==> config.mk <==
export PLATFORM = sky130hd
export DESIGN_NAME = rr_priority_arbiter
export DESIGN_NICKNAME = d
export VERILOG_FILES = /design/src/rtl/arb_pkg.sv /design/src/rtl/rr_pick.sv /design/src/rtl/rr_priority_arbiter.sv
export SDC_FILE = /design/constraint.sdc
export NUM_CORES = 1
export LEC_CHECK = 0
export CAP_MARGIN = 10
export CORE_UTILIZATION = 50
export DETAILED_ROUTE_END_ITERATION = 10
export GPL_ROUTABILITY_DRIVEN = 0
export PLACE_DENSITY = 0.74
export SETUP_SLACK_MARGIN = 0.5
export SLEW_MARGIN = 20
export SYNTH_ARGS = -nofsm -noshare
export SYNTH_HDL_FRONTEND = slang
export SYNTH_SLANG_ARGS = --single-unit
==> constraint.sdc <==
create_clock -name clk -period 4.16 [get_ports clk]
set_input_delay 1.04 -clock clk [delete_from_list [all_inputs] [get_ports clk]]
set_output_delay 1.04 -clock clk [all_outputs]
set_load 0.005 [all_outputs]
==> src/rtl/arb_pkg.sv <==
// Shared types and defaults for the round-robin arbiter slice.
// Holds the FSM state encoding and the default index width.
package arb_pkg;

  typedef enum logic {
    IDLE = 1'b0,
    BUSY = 1'b1
  } state_e;

  localparam int NUM_BITS_DEF = 3;

endpackage

==> src/rtl/rr_pick.sv <==
// Combinational rotating priority encoder: lowest unmasked request at or after ptr wins.
// Zero latency, no flow control; 'any' is low when no unmasked request exists.
module rr_pick
  import arb_pkg::*;
#(
  parameter int NUM_BITS = NUM_BITS_DEF
) (
  input  logic [2**NUM_BITS-1:0] req,
  input  logic [NUM_BITS-1:0]    ptr,
  input  logic [2**NUM_BITS-1:0] mask,
  output logic [NUM_BITS-1:0]    winner,
  output logic                   any
);

  localparam int N = 2**NUM_BITS;

  logic [N-1:0]        eff;
  logic [N-1:0]        rot;
  logic [NUM_BITS-1:0] lsb;

  always_comb begin
    eff = req & ~mask;
    // Rotating right by ptr puts the highest-priority requester at bit 0.
    rot = N'({eff, eff} >> ptr);
    any = |eff;
    lsb = '0;
    for (int i = N - 1; i >= 0; i--) begin
      if (rot[i]) lsb = NUM_BITS'(i);
    end
    winner = lsb + ptr;
  end

endmodule

==> src/rtl/rr_priority_arbiter.sv <==
// Round-robin arbiter, registered one-hot grant held until release; req->grant 1 cycle, back-to-back handoff.
// Optional forced release after MAX_HOLD busy cycles when ARB_TIMEOUT_EN is defined.
module rr_priority_arbiter
  import arb_pkg::*;
#(
  parameter int NUM_BITS = NUM_BITS_DEF,
  parameter int MAX_HOLD = 15
) (
  input  logic                   clk,
  input  logic                   reset,
  input  logic [2**NUM_BITS-1:0] req,
  input  logic                   done,
  output logic [2**NUM_BITS-1:0] grant,
  output logic [NUM_BITS-1:0]    grantIdx,
  output logic                   valid,
  output logic                   timeoutPulse
);

  localparam int N = 2**NUM_BITS;

  state_e              state_q, state_d;
  logic [NUM_BITS-1:0] ptr_q, ptr_d;
  logic [N-1:0]        grant_q, grant_d;
  logic [NUM_BITS-1:0] idx_q, idx_d;
  logic                valid_q, valid_d;

  logic [NUM_BITS-1:0] pick_ptr;
  logic [N-1:0]        pick_mask;
  logic [NUM_BITS-1:0] win;
  logic                win_any;
  logic                natural_rel;
  logic                forced;

`ifdef ARB_TIMEOUT_EN
  localparam int HW = (MAX_HOLD > 1) ? $clog2(MAX_HOLD) : 1;

  logic [HW-1:0] hold_q, hold_d;
  logic          tpulse_q, tpulse_d;

  assign forced       = (hold_q == HW'(MAX_HOLD - 1)) & ~natural_rel;
  assign timeoutPulse = tpulse_q;
`else
  localparam int unused_max_hold = MAX_HOLD;

  assign forced       = 1'b0;
  assign timeoutPulse = 1'b0;
`endif

  assign natural_rel = done | ~req[idx_q];

  // While busy, the search starts after the owner and excludes it.
  always_comb begin
    pick_ptr  = ptr_q;
    pick_mask = '0;
    if (state_q == BUSY) begin
      pick_ptr  = idx_q + NUM_BITS'(1);
      pick_mask = N'(1) << idx_q;
    end
  end

  rr_pick #(.NUM_BITS(NUM_BITS)) u_pick (
    .req    (req),
    .ptr    (pick_ptr),
    .mask   (pick_mask),
    .winner (win),
    .any    (win_any)
  );

  always_comb begin
    state_d = state_q;
    ptr_d   = ptr_q;
    grant_d = grant_q;
    idx_d   = idx_q;
    valid_d = valid_q;
`ifdef ARB_TIMEOUT_EN
    hold_d   = hold_q;
    tpulse_d = 1'b0;
`endif
    case (state_q)
      IDLE: begin
        if (win_any) begin
          state_d = BUSY;
          grant_d = N'(1) << win;
          idx_d   = win;
          valid_d = 1'b1;
`ifdef ARB_TIMEOUT_EN
          hold_d  = '0;
`endif
        end
      end
      BUSY: begin
        if (natural_rel | forced) begin
          ptr_d = idx_q + NUM_BITS'(1);
`ifdef ARB_TIMEOUT_EN
          tpulse_d = forced;
          hold_d   = '0;
`endif
          if (win_any) begin
            grant_d = N'(1) << win;
            idx_d   = win;
            valid_d = 1'b1;
          end else begin
            state_d = IDLE;
            grant_d = '0;
            valid_d = 1'b0;
          end
        end else begin
`ifdef ARB_TIMEOUT_EN
          hold_d = hold_q + HW'(1);
`endif
        end
      end
      default: state_d = IDLE;
    endcase
  end

  always_ff @(posedge clk or posedge reset) begin
    if (reset) begin
      state_q  <= IDLE;
      ptr_q    <= '0;
      grant_q  <= '0;
      idx_q    <= '0;
      valid_q  <= 1'b0;
`ifdef ARB_TIMEOUT_EN
      hold_q   <= '0;
      tpulse_q <= 1'b0;
`endif
    end else begin
      state_q  <= state_d;
      ptr_q    <= ptr_d;
      grant_q  <= grant_d;
      idx_q    <= idx_d;
      valid_q  <= valid_d;
`ifdef ARB_TIMEOUT_EN
      hold_q   <= hold_d;
      tpulse_q <= tpulse_d;
`endif
    end
  end

  assign grant    = grant_q;
  assign grantIdx = idx_q;
  assign valid    = valid_q;

endmodule
==> metrics.md <==
| Metric | Value |
|---|---|
| Final setup viols | 0 |
| Max-cap viol count | 0 |
| Grt ovf | 0 |
| CTS tree | yes |
| Top Ports | 24 |
| Tightest Pin Transition | 0.6848 ns |
| Global-route wire length before repair | 8204 um |
| Vias | 1980 |
| R2R cell count | 18 |
| Ratio of cells with drive above 1 in the final layout | 45.97% |
| Area Growth Syn to Fin | 42.04% |
| CP required | 4.39 ns |
| Core area | 3178 um^2 |
| Die Width | 60.81 um |
| Die Span Y | 60.81 um |
| Hold WC Path Type | reg -> reg |
| Skew-Pair Late Insertion Delay | 0.33 ns |
| Syn. warnings | 0 |
| Initial antenna violation count | 0 |
| Post-Syn Instances | 198 |
| DP Wirelength | 3281 um |
| Avg Inst Size Synth | 8.733 um^2 |
| DP Area | 1999 um^2 |
| Number of synthesized flops with an enable pin | 0 |
| Area of the die | 3697 um^2 |
| Final period util | 86.64% |
| Arrival time at the worst endpoint | 3.83 ns |
| Largest net degree at the start of global routing | 17 |
| Initial core utilization | 54.41% |
| Post-Layout Inst Area | 2456 um^2 |
| WL/cell | 20.80 um |
| Clock slew at reported path FFs | 0.09 ns |
| Vias per cell | 6.781 |
| Final Hold Vio Count | 0 |
| Vias in the first global route | 1725 |
| WHS Path Cells | 2 |
| Initial drt markers | 274 |
| Port Buffers | 22 |
| CTS root buffer | clkbuf_4 |
| CP max FO | 6 |
| Sum Neg Setup Slack | 0 ns |
| CTS max path bufs | 2 |
| Main synth FF type | dfrtp_1 |
| Fin. max-slew vios | 0 |
| Cell Rows | 20 |
| Sequential fraction of the synthesis area | 23.15% |
| Post-route insts no fill | 292 |
| Filler instances | 203 |
| Clk sinks | 16 |
| Cts bufs inserted | 3 |
| GRT Total Usage | 30.12% |
| # diodes | 0 |
| Fmax | 277.5 MHz |
| Post-Route Skew | 0.03169 ns |
| FF+latch count, synth | 16 |
| Total wire length | 6074 um |
| Synthesized area | 1729 um^2 |
| Cell variety after synth | 53 |
| FFs w/ async S/R, synth | 100.0% |
| Cell Count Post-Placement | 261 |
| RSZ-0062 raised after global routing | false |
| Status | finished clean |
| TritonRoute pass-1 iters | 5 |
| Critical Path Source Type | input pin |
| Mapped Nets | 217 |
| Post-DRT Antenna Nets | 0 |
| Worst setup path category | in -> reg |
| Remaining DRCs | 0 |
| CP Capture Type | register |
| Relative slew slack | 54.04% |
| Tmin final | 3.604 ns |
| H-tree depth | 1 |
| WHS | 0.5061 ns |
| Fin nets | 268 |
## what timing repair did
action	4_1_cts	5_1_grt
resized for setup	43	38
setup endpoints to repair	10	10
pin swaps	24	27
setup buffers	8	19
hold buffers	0	0
## critical path: stages
cell and delay [ns]:
dlygate4sd2_1 0.23, nand2_2 0.10, o211ai_1 0.20, buf_4 0.16
a22o_1 0.15, and3_1 0.17, o221ai_2 0.08, a31oi_1 0.21
ha_2 0.22, inv_2 0.04, fa_2 0.43, xnor2_4 0.36
buf_6 0.15, buf_4 0.10, nand2_1 0.05, o211ai_2 0.13
## per-stage QoR
step | utilization [%] | worst slack [ns]
5_1_grt | 77.28 | 0.4276
6_report | 77.28 | 0.5559
3_3_place_gp | 62.91 | -0.1642
3_5_place_dp | 62.91 | -0.2524
2_1_floorplan | - | 0.5349
4_1_cts | 70.35 | 0.5633
## routing by layer
layer | share of wire [%] | GRT usage (%) | wire length (um) | vias up
li1 | - | - | - | 862
met1 | 40 | 39.76 | 2412 | 956
met2 | 49 | 50.71 | 2979 | 132
met3 | 6.9 | 4.264 | 418 | 30
met4 | 4.3 | 10.06 | 263 | 0
met5 | 0 | 0 | 0 | -
## placed cells by master, fill, tap and decap left out, drive strengths merged, types with 2 or more instances in the layout
| cell | count |
|---|---|
| nor4b | 2 |
| ha | 7 |
| buf | 39 |
| mux2 | 3 |
| nor3 | 5 |
| xnor2 | 2 |
| inv | 8 |
| nand4 | 4 |
| o2111ai | 11 |
| o21ai | 10 |
| o211ai | 31 |
| nand2 | 36 |
| clkbuf | 10 |
| nor2 | 5 |
| clkdlybuf4s50 | 14 |
| nand3b | 2 |
| mux4 | 2 |
| dfrtp | 16 |
| nand3 | 14 |
| nor4 | 2 |
| and2 | 3 |
| a21boi | 2 |
## area by class of cell
class,instances,area [um^2],area share (%)
Clock buffer,4,36.28,1.477
Inverter,8,40.04,1.630
Multi-Input combinational cell,159,1419,57.77
Sequential cell,16,405.4,16.51
Tap cell,44,55.05,2.241
Timing Repair Buffer,61,500.5,20.38
## synthesized netlist by cell type (4+ instances only)
library cell / n / area, um^2
buf_6: 5 / 56.30
nor2_1: 5 / 18.77
o211ai_2: 11 / 137.6
buf_2: 7 / 35.03
inv_1: 6 / 22.52
dfrtp_1: 16 / 400.4
nand2_1: 34 / 127.6
ha_1: 7 / 87.58
o211ai_1: 20 / 150.1
o21ai_0: 6 / 30.03
nand3_1: 13 / 65.06
nor3_1: 4 / 20.02
o2111ai_1: 11 / 96.34
## cell families after synthesis
| group | Yosys count | synth area share (%) |
|---|---|---|
| AOI/OAI and AO/OA | 64 | 31.55 |
| xor gates and xnor gates | 2 | 1.013 |
| adders and majority gates | 8 | 6.223 |
| buffers and inverters | 23 | 8.248 |
| DFF | 16 | 23.15 |
| muxes | 5 | 5.210 |
| other | 1 | 0.2169 |
| and+or+nand+nor | 79 | 24.39 |
## path summary, 6_finish.rpt
| check | start | slack, ns | end |
|---|---|---|---|
| min in group asynchronous | reset | 1.09 | grant[6] |
| hold / removal | grant[3] | 0.51 | grant[3] |
| setup / recovery | req[4] | 0.56 | grant[1] |
| setup reg to reg | grantIdx[1] | 0.57 | grant[1] |
| max in group asynchronous | reset | 2.59 | grantIdx[0] |
| hold reg to reg | grant[3] | 0.51 | grant[3] |
## state kept, by name, summed over array words and instances, names as in the netlist
name      count
valid         1
state_q       1
ptr_q         3
grant         8
grantIdx      3
Power is not shown: default switching activity piles up to over one toggle a cycle in this logic, so the estimate is an artifact.
==> edit 1: new RTL, same flow settings <==
The package constant `NUM_BITS_DEF` goes from 3 to 4.
--- a/src/rtl/arb_pkg.sv
+++ b/src/rtl/arb_pkg.sv
@@ -7,7 +7,7 @@
     BUSY = 1'b1
   } state_e;
 
-  localparam int NUM_BITS_DEF = 3;
+  localparam int NUM_BITS_DEF = 4;
 
 endpackage
 
Ports: changed (resized grant, grantIdx and req); port bits go from 24 to 41. No check against the original RTL was run, so the function may have changed too.
==> edit 1 against the original RTL <==
- the flow now finishes with violations (setup timing)
- wire length increased to 2.9 times the old value
- die area increased by 80%
- sequential cell count increased by 10
- setup slack got worse by 1.3 ns
- design area increased by 120%
- clock skew decreased by 0.028 ns
- synthesized area increased by 83%
- critical path type is now reg -> reg
Power is not shown: default switching activity piles up to over one toggle a cycle in this logic, so the estimate is an artifact.
==> edit 1: results (changes against the original RTL) <==
** Routing
- The routed wire length on met2 came to 7260 µm (+140%).
- The met1 wire length is 6070 µm (+150%).
- The wire length per cell is 28.33 µm (+36%).
- The number of violations reported at the end of detailed-routing iteration 0 is 964 (+250%).
- Via-to-Cell Ratio :: 7.830 (+15%)
- The length of the first detailed-routing pass in iterations was 10 (+5).
- WL met3 :: 2576 µm (+520%)

** Critical path
- Worst-path maximum fanout :: 10 (+4)
- By startpoint and endpoint, the worst setup path is classified as reg -> reg.
- Terminus of the critical flop-to-flop path :: grant[2]
- Family of cells with the greatest summed delay on the critical path :: simple AND/OR/NAND/NOR gates
- Slowest stage cell, crit path :: dfrtp_2
- Critical path data arrival time :: 5.17 ns (+1.34 ns)
- Worst r2r path cells :: 22 (+4)
- Worst setup path endpoint :: grant[2]

** GRT
- M2 GR Usage :: 0.6667 (+0.1596)
- The met3 global-route usage is 0.1367 (+0.09402).
- The met1 global-route usage came to 0.5651 (+0.1675).
- The pin count of the biggest net entering global routing is 37 (+20).
- First-pass GRT wire length :: 21940 µm (+170%)
- Via count of the first global-routing pass :: 4189 (+140%)

** Timing
- The worst hold margin was 0.4943 ns (-0.01175 ns).
- The setup total negative slack was -12.09 ns (-12.09 ns).
- The relative slew slack is 0.3376 (-0.2028).
- Post-route setup slack :: -0.7855 ns (-1.341 ns)
- Endpoints failing setup :: 19 (+19)
- The worst-case clock skew came to 0.003518 ns (-0.02817 ns).

** Layout
- The number of non-filler instances in the completed layout is 616 (+110%).
- The fraction of final layout cells with drive strength greater than 1 came to 0.4769 (+0.01722).
- Number of nets at the end of the flow :: 571 (+110%)
- The number of inserted diodes was 0 (unchanged).
- Max reg flops :: 16 (+8)

** Clock tree
- CTS root buf :: clkbuf_8
- Clock-pin slew was measured on the worst setup and hold paths at 0.10 ns.
- Clock latency of the later-clocked register in the worst-skew pair :: 0.28 ns (-0.05 ns)

** Synthesis
- Ranking of synthesized cells by instance count :: nand3_1, nand2_1, o211ai_1
- By area the synthesized netlist is led by dfrtp_1, o211ai_1, nand3_1.
- Fraction of registers with async set/reset :: 1.000 (unchanged)
- The area share of the leading cell type in the synthesized netlist was 0.2053 (-0.02626).
- The synthesized net count was 429 (+98%).
- The number of distinct library cells after synthesis was 59 (+11%).
- Syn_area_per_cell :: 7.923 µm² (-9.3%)
- Sequential fraction of the synthesis area :: 0.2053 (-0.02626)

** Status
- The final reports fail on setup timing.
- The flow ran to the end, but the final reports show violations.

** Placement
- The count of input and output buffers was 39 (+77%).
- The HPWL after detailed placement came to 8387 µm (+160%).
- Number of cells in the design after placement :: 578 (+120%)
- Setup Slack @ Placement :: -0.7685 ns (-0.5161 ns)
- Area after DPL :: 0.004458 mm² (+120%)

** Worst hold path
- For hold timing, the worst endpoint is grant[5].
- In this run the worst hold path is classified as reg -> reg.
edit 1: timing repair:
action | 4_1_cts | 5_1_grt
setup endpoints to repair | 20 | 20
cloned | 3 | 1
setup buffers | 17 | 13
gates resized for setup | 117 | 31
hold endpoints to repair | 0 | 0
pin swaps | 39 | 22
edit 1: final cells by class:
cell class	count	area, µm²
timing repair buffer	167	1494
clock inverter	1	30.03
timing repair inverter	2	20.02
clock buffer	3	41.29
multi-input combinational	330	2997
sequential	26	654.4
inverter	12	57.56
fill	254	638.1
tap	75	93.84
edit 1: cells by family (layout without fill, tap and decap cells):
logic type	after synthesis	count (layout)	share of synthesized area
xor+xnor	4	4	0.01106
flops	26	26	0.2053
buf+inv	45	185	0.07856
compound gates	119	119	0.2531
fa+ha+maj	10	10	0.04185
mux	25	25	0.1101
other cells	1	1	0.001183
simple gates	170	171	0.2989
==> edit 2: new RTL, same flow settings <==
Without the edit above. Add a define of `ARB_TIMEOUT_EN`.
--- a/src/rtl/rr_priority_arbiter.sv
+++ b/src/rtl/rr_priority_arbiter.sv
@@ -1,5 +1,7 @@
 // Round-robin arbiter, registered one-hot grant held until release; req->grant 1 cycle, back-to-back handoff.
 // Optional forced release after MAX_HOLD busy cycles when ARB_TIMEOUT_EN is defined.
+`define ARB_TIMEOUT_EN
+
 module rr_priority_arbiter
   import arb_pkg::*;
 #(
Formal check against the unedited RTL: same outputs for any inputs over 10 cycles, from zero or initial values and one cycle with reset high; that may be too few to reach the edited logic, so the function may still have changed.
==> edit 2 against the original RTL <==
- synthesized area increased by 5.0%
- design area decreased by 5.6%
- highest routed layer unchanged
- via count down 8.3%
- largest cell class unchanged
- setup slack better by 0.048 ns
- critical endpoint is now grant[4]
- sequential cell count grew 5
- global-route usage down 6.9 points
- non-clock buffer count decreased by 19
- wire length decreased by 26%
Power is not shown: default switching activity piles up to over one toggle a cycle in this logic, so the estimate is an artifact.
==> edit 2: results (changes against the original RTL) <==
** Synthesis
- Number of unique standard cell types used by synthesis :: 53 (unchanged)
- The post-synthesis sequential area ratio came to 0.2895 (+0.05791).
- Syn_area_per_cell :: 8.105 µm² (-7.2%)
- Cell types occupying the most area after synthesis :: dfrtp_1, nand2_1, ha_1
- The post-synthesis async set-or-reset flop share was 1.000 (unchanged).
- The total number of yosys warnings is 0 (unchanged).
- In the post-synthesis netlist, the cell with the most instances is nand2_1.
- The synthesized net count came to 245 (+13%).
- Number of enable-type register cells in the synthesized netlist :: 0 (unchanged)
- Ranking of synthesized cells by instance count :: nand2_1, dfrtp_1, nor2_1

** Layout
- The fraction of final layout cells with drive strength greater than 1 came to 0.2038 (-0.2558).
- Final cell count without fillers :: 306 (+4.8%)
- The number of nets in the layout came to 282 (+5.2%).
- N_diodes :: 0 (unchanged)
- The number of flip-flops under the largest register name was 8 (unchanged).

** GRT
- The wire length of the first global-routing pass came to 7327 µm (-11%).
- The via count of the first global-routing pass was 1578 (-8.5%).
- Overall Global Routing Usage :: 0.2323 (-0.06889)
- Number of antenna violations at the first check in global routing :: 0 (unchanged)
- Pin count of the biggest net entering global routing :: 22 (+5)

** Clock tree
- Clock latency of the later-clocked register in the worst-skew pair :: 0.29 ns (-0.04 ns)
- CTS HTree Levels :: 1 (unchanged)
- Maximum buffer depth of the clock tree :: 2 (unchanged)
- The tree is rooted in a clkbuf_4.
- Clock slew at reported path FFs :: 0.11 ns (+0.02 ns)
- The number of clock buffers inserted by TritonCTS is 3 (unchanged).

** Routing
- Via-to-Cell Ratio :: 5.935 (-12%)
- Number of nets with antenna violations after routing :: 0 (unchanged)
- The count of unresolved DRC violations after routing came to 0 (unchanged).
- Number of design-rule violations left by the first detailed-router iteration :: 238 (-13%)
- The final routed wirelength across all metal layers was 4502 µm (-26%).
- Length of the first detailed-routing pass in iterations :: 5 (unchanged)

** Timing
- Worst clock skew :: 0.004624 ns (-0.02707 ns)
- The final worst-path cycle share was 0.8549 (-0.01144).
- Slew margin rel. :: 0.4939 (-0.04650)

** Placement
- The cell count after placement is 296 (+13%).
- Port bufs :: 23 (+4.5%)
- Setup Slack @ Placement :: 0.04973 ns (+0.3021 ns)
- DP HPWL :: 3305 µm (+0.74%)

** Critical path
- Critical path data arrival time :: 3.78 ns (-0.05 ns)
- Flop-to-flop setup slack :: 0.60 ns (+0.03 ns)
- The maximum net fanout on the critical path is 9 (+3).

** Status
- The flow ran to the end, and the final reports show no timing, DRC or antenna violations.

** Flow run
- Count of maximum capacitance violations :: 0 (unchanged)

** Worst hold path
- The path class of the tightest hold or removal check is reg -> reg.
-- edit 2: changes by cell type after synthesis, sizes merged, moves of 7 or more --
| cell | unedited run | this run |
|---|---|---|
| o21ai | 10 | 25 |
| a21oi | 1 | 8 |
| mux2i | 0 | 7 |
| o211ai | 31 | 1 |
| o2111ai | 11 | 2 |
| nor2 | 5 | 15 |
-- edit 2: worst paths after layout --
check | startpoint | cells past startpoint | end
min in group asynchronous | reset | 2 | valid
worst min register to register | valid | 1 | valid
worst max register to register | grantIdx[0] | 16 | grant[4]
max in group asynchronous | reset | 2 | state_q
worst max-delay path | grantIdx[0] | 16 | grant[4]
worst min-delay path | valid | 1 | valid
-- edit 2: cells by family (layout without fill, tap and decap cells) --
kind of cell,count (synthesis),in the layout,share of synthesized area
fa+ha+maj,11,11,0.07926
flops,21,21,0.2895
mux,10,10,0.06133
simple gates,91,91,0.2378
buf+inv,23,59,0.06272
compound gates,65,65,0.2467
xor+xnor,3,3,0.02275
-- edit 2: worst max-delay path, cell delays in order (launching register included) --
cell,delay (ns)
dfrtp_1,0.40
inv_2,0.11
ha_4,0.21
mux2_4,0.33
clkinv_8,0.09
nand3_1,0.09
a21boi_1,0.16
or3_1,0.38
a32o_1,0.23
nand4_1,0.12
o211ai_1,0.11
a21oi_1,0.17
ha_2,0.18
inv_1,0.04
fa_2,0.59
nand3b_1,0.11
o21ai_1,0.17
-- edit 2: repair_timing --
| item | in CTS | in global routing |
|---|---|---|
| setup buffers | 1 | 5 |
| hold buffers | 0 | 0 |
| gates cloned | 0 | 0 |
| endpoints found under the setup margin | 9 | 10 |
| gates resized for setup | 12 | 21 |
| pin swaps | 6 | 7 |
| endpoints found under the hold margin | 0 | 0 |
-- edit 2: metal layers --
layer	up-vias	global-route usage	share of wire
met5	-	0	0
met4	0	0.06686	0.016
met3	8	0.01287	0.059
met2	79	0.3736	0.48
met1	853	0.3376	0.45
li1	876	-	-
-- edit 2: metrics by stage --
step / area, µm² / hold WS, ns
6_report: 2320 / 0.4913
3_5_place_dp: 2136 / 0.4693
3_3_place_gp: 2136 / 0.4616
2_1_floorplan: 1815 / 0.4508
5_1_grt: 2320 / 0.5288
4_1_cts: 2210 / 0.5012
-- edit 2: final cells by class --
type / count / area (µm²)
Inverter: 13 / 61.31
Clock inverter: 1 / 5.005
Tap cell: 46 / 57.56
Timing Repair Buffer: 42 / 386.6
Fill cell: 292 / 1096
Multi-Input combinational cell: 180 / 1261
Sequential cell: 21 / 525.5
Clock buffer: 3 / 22.52
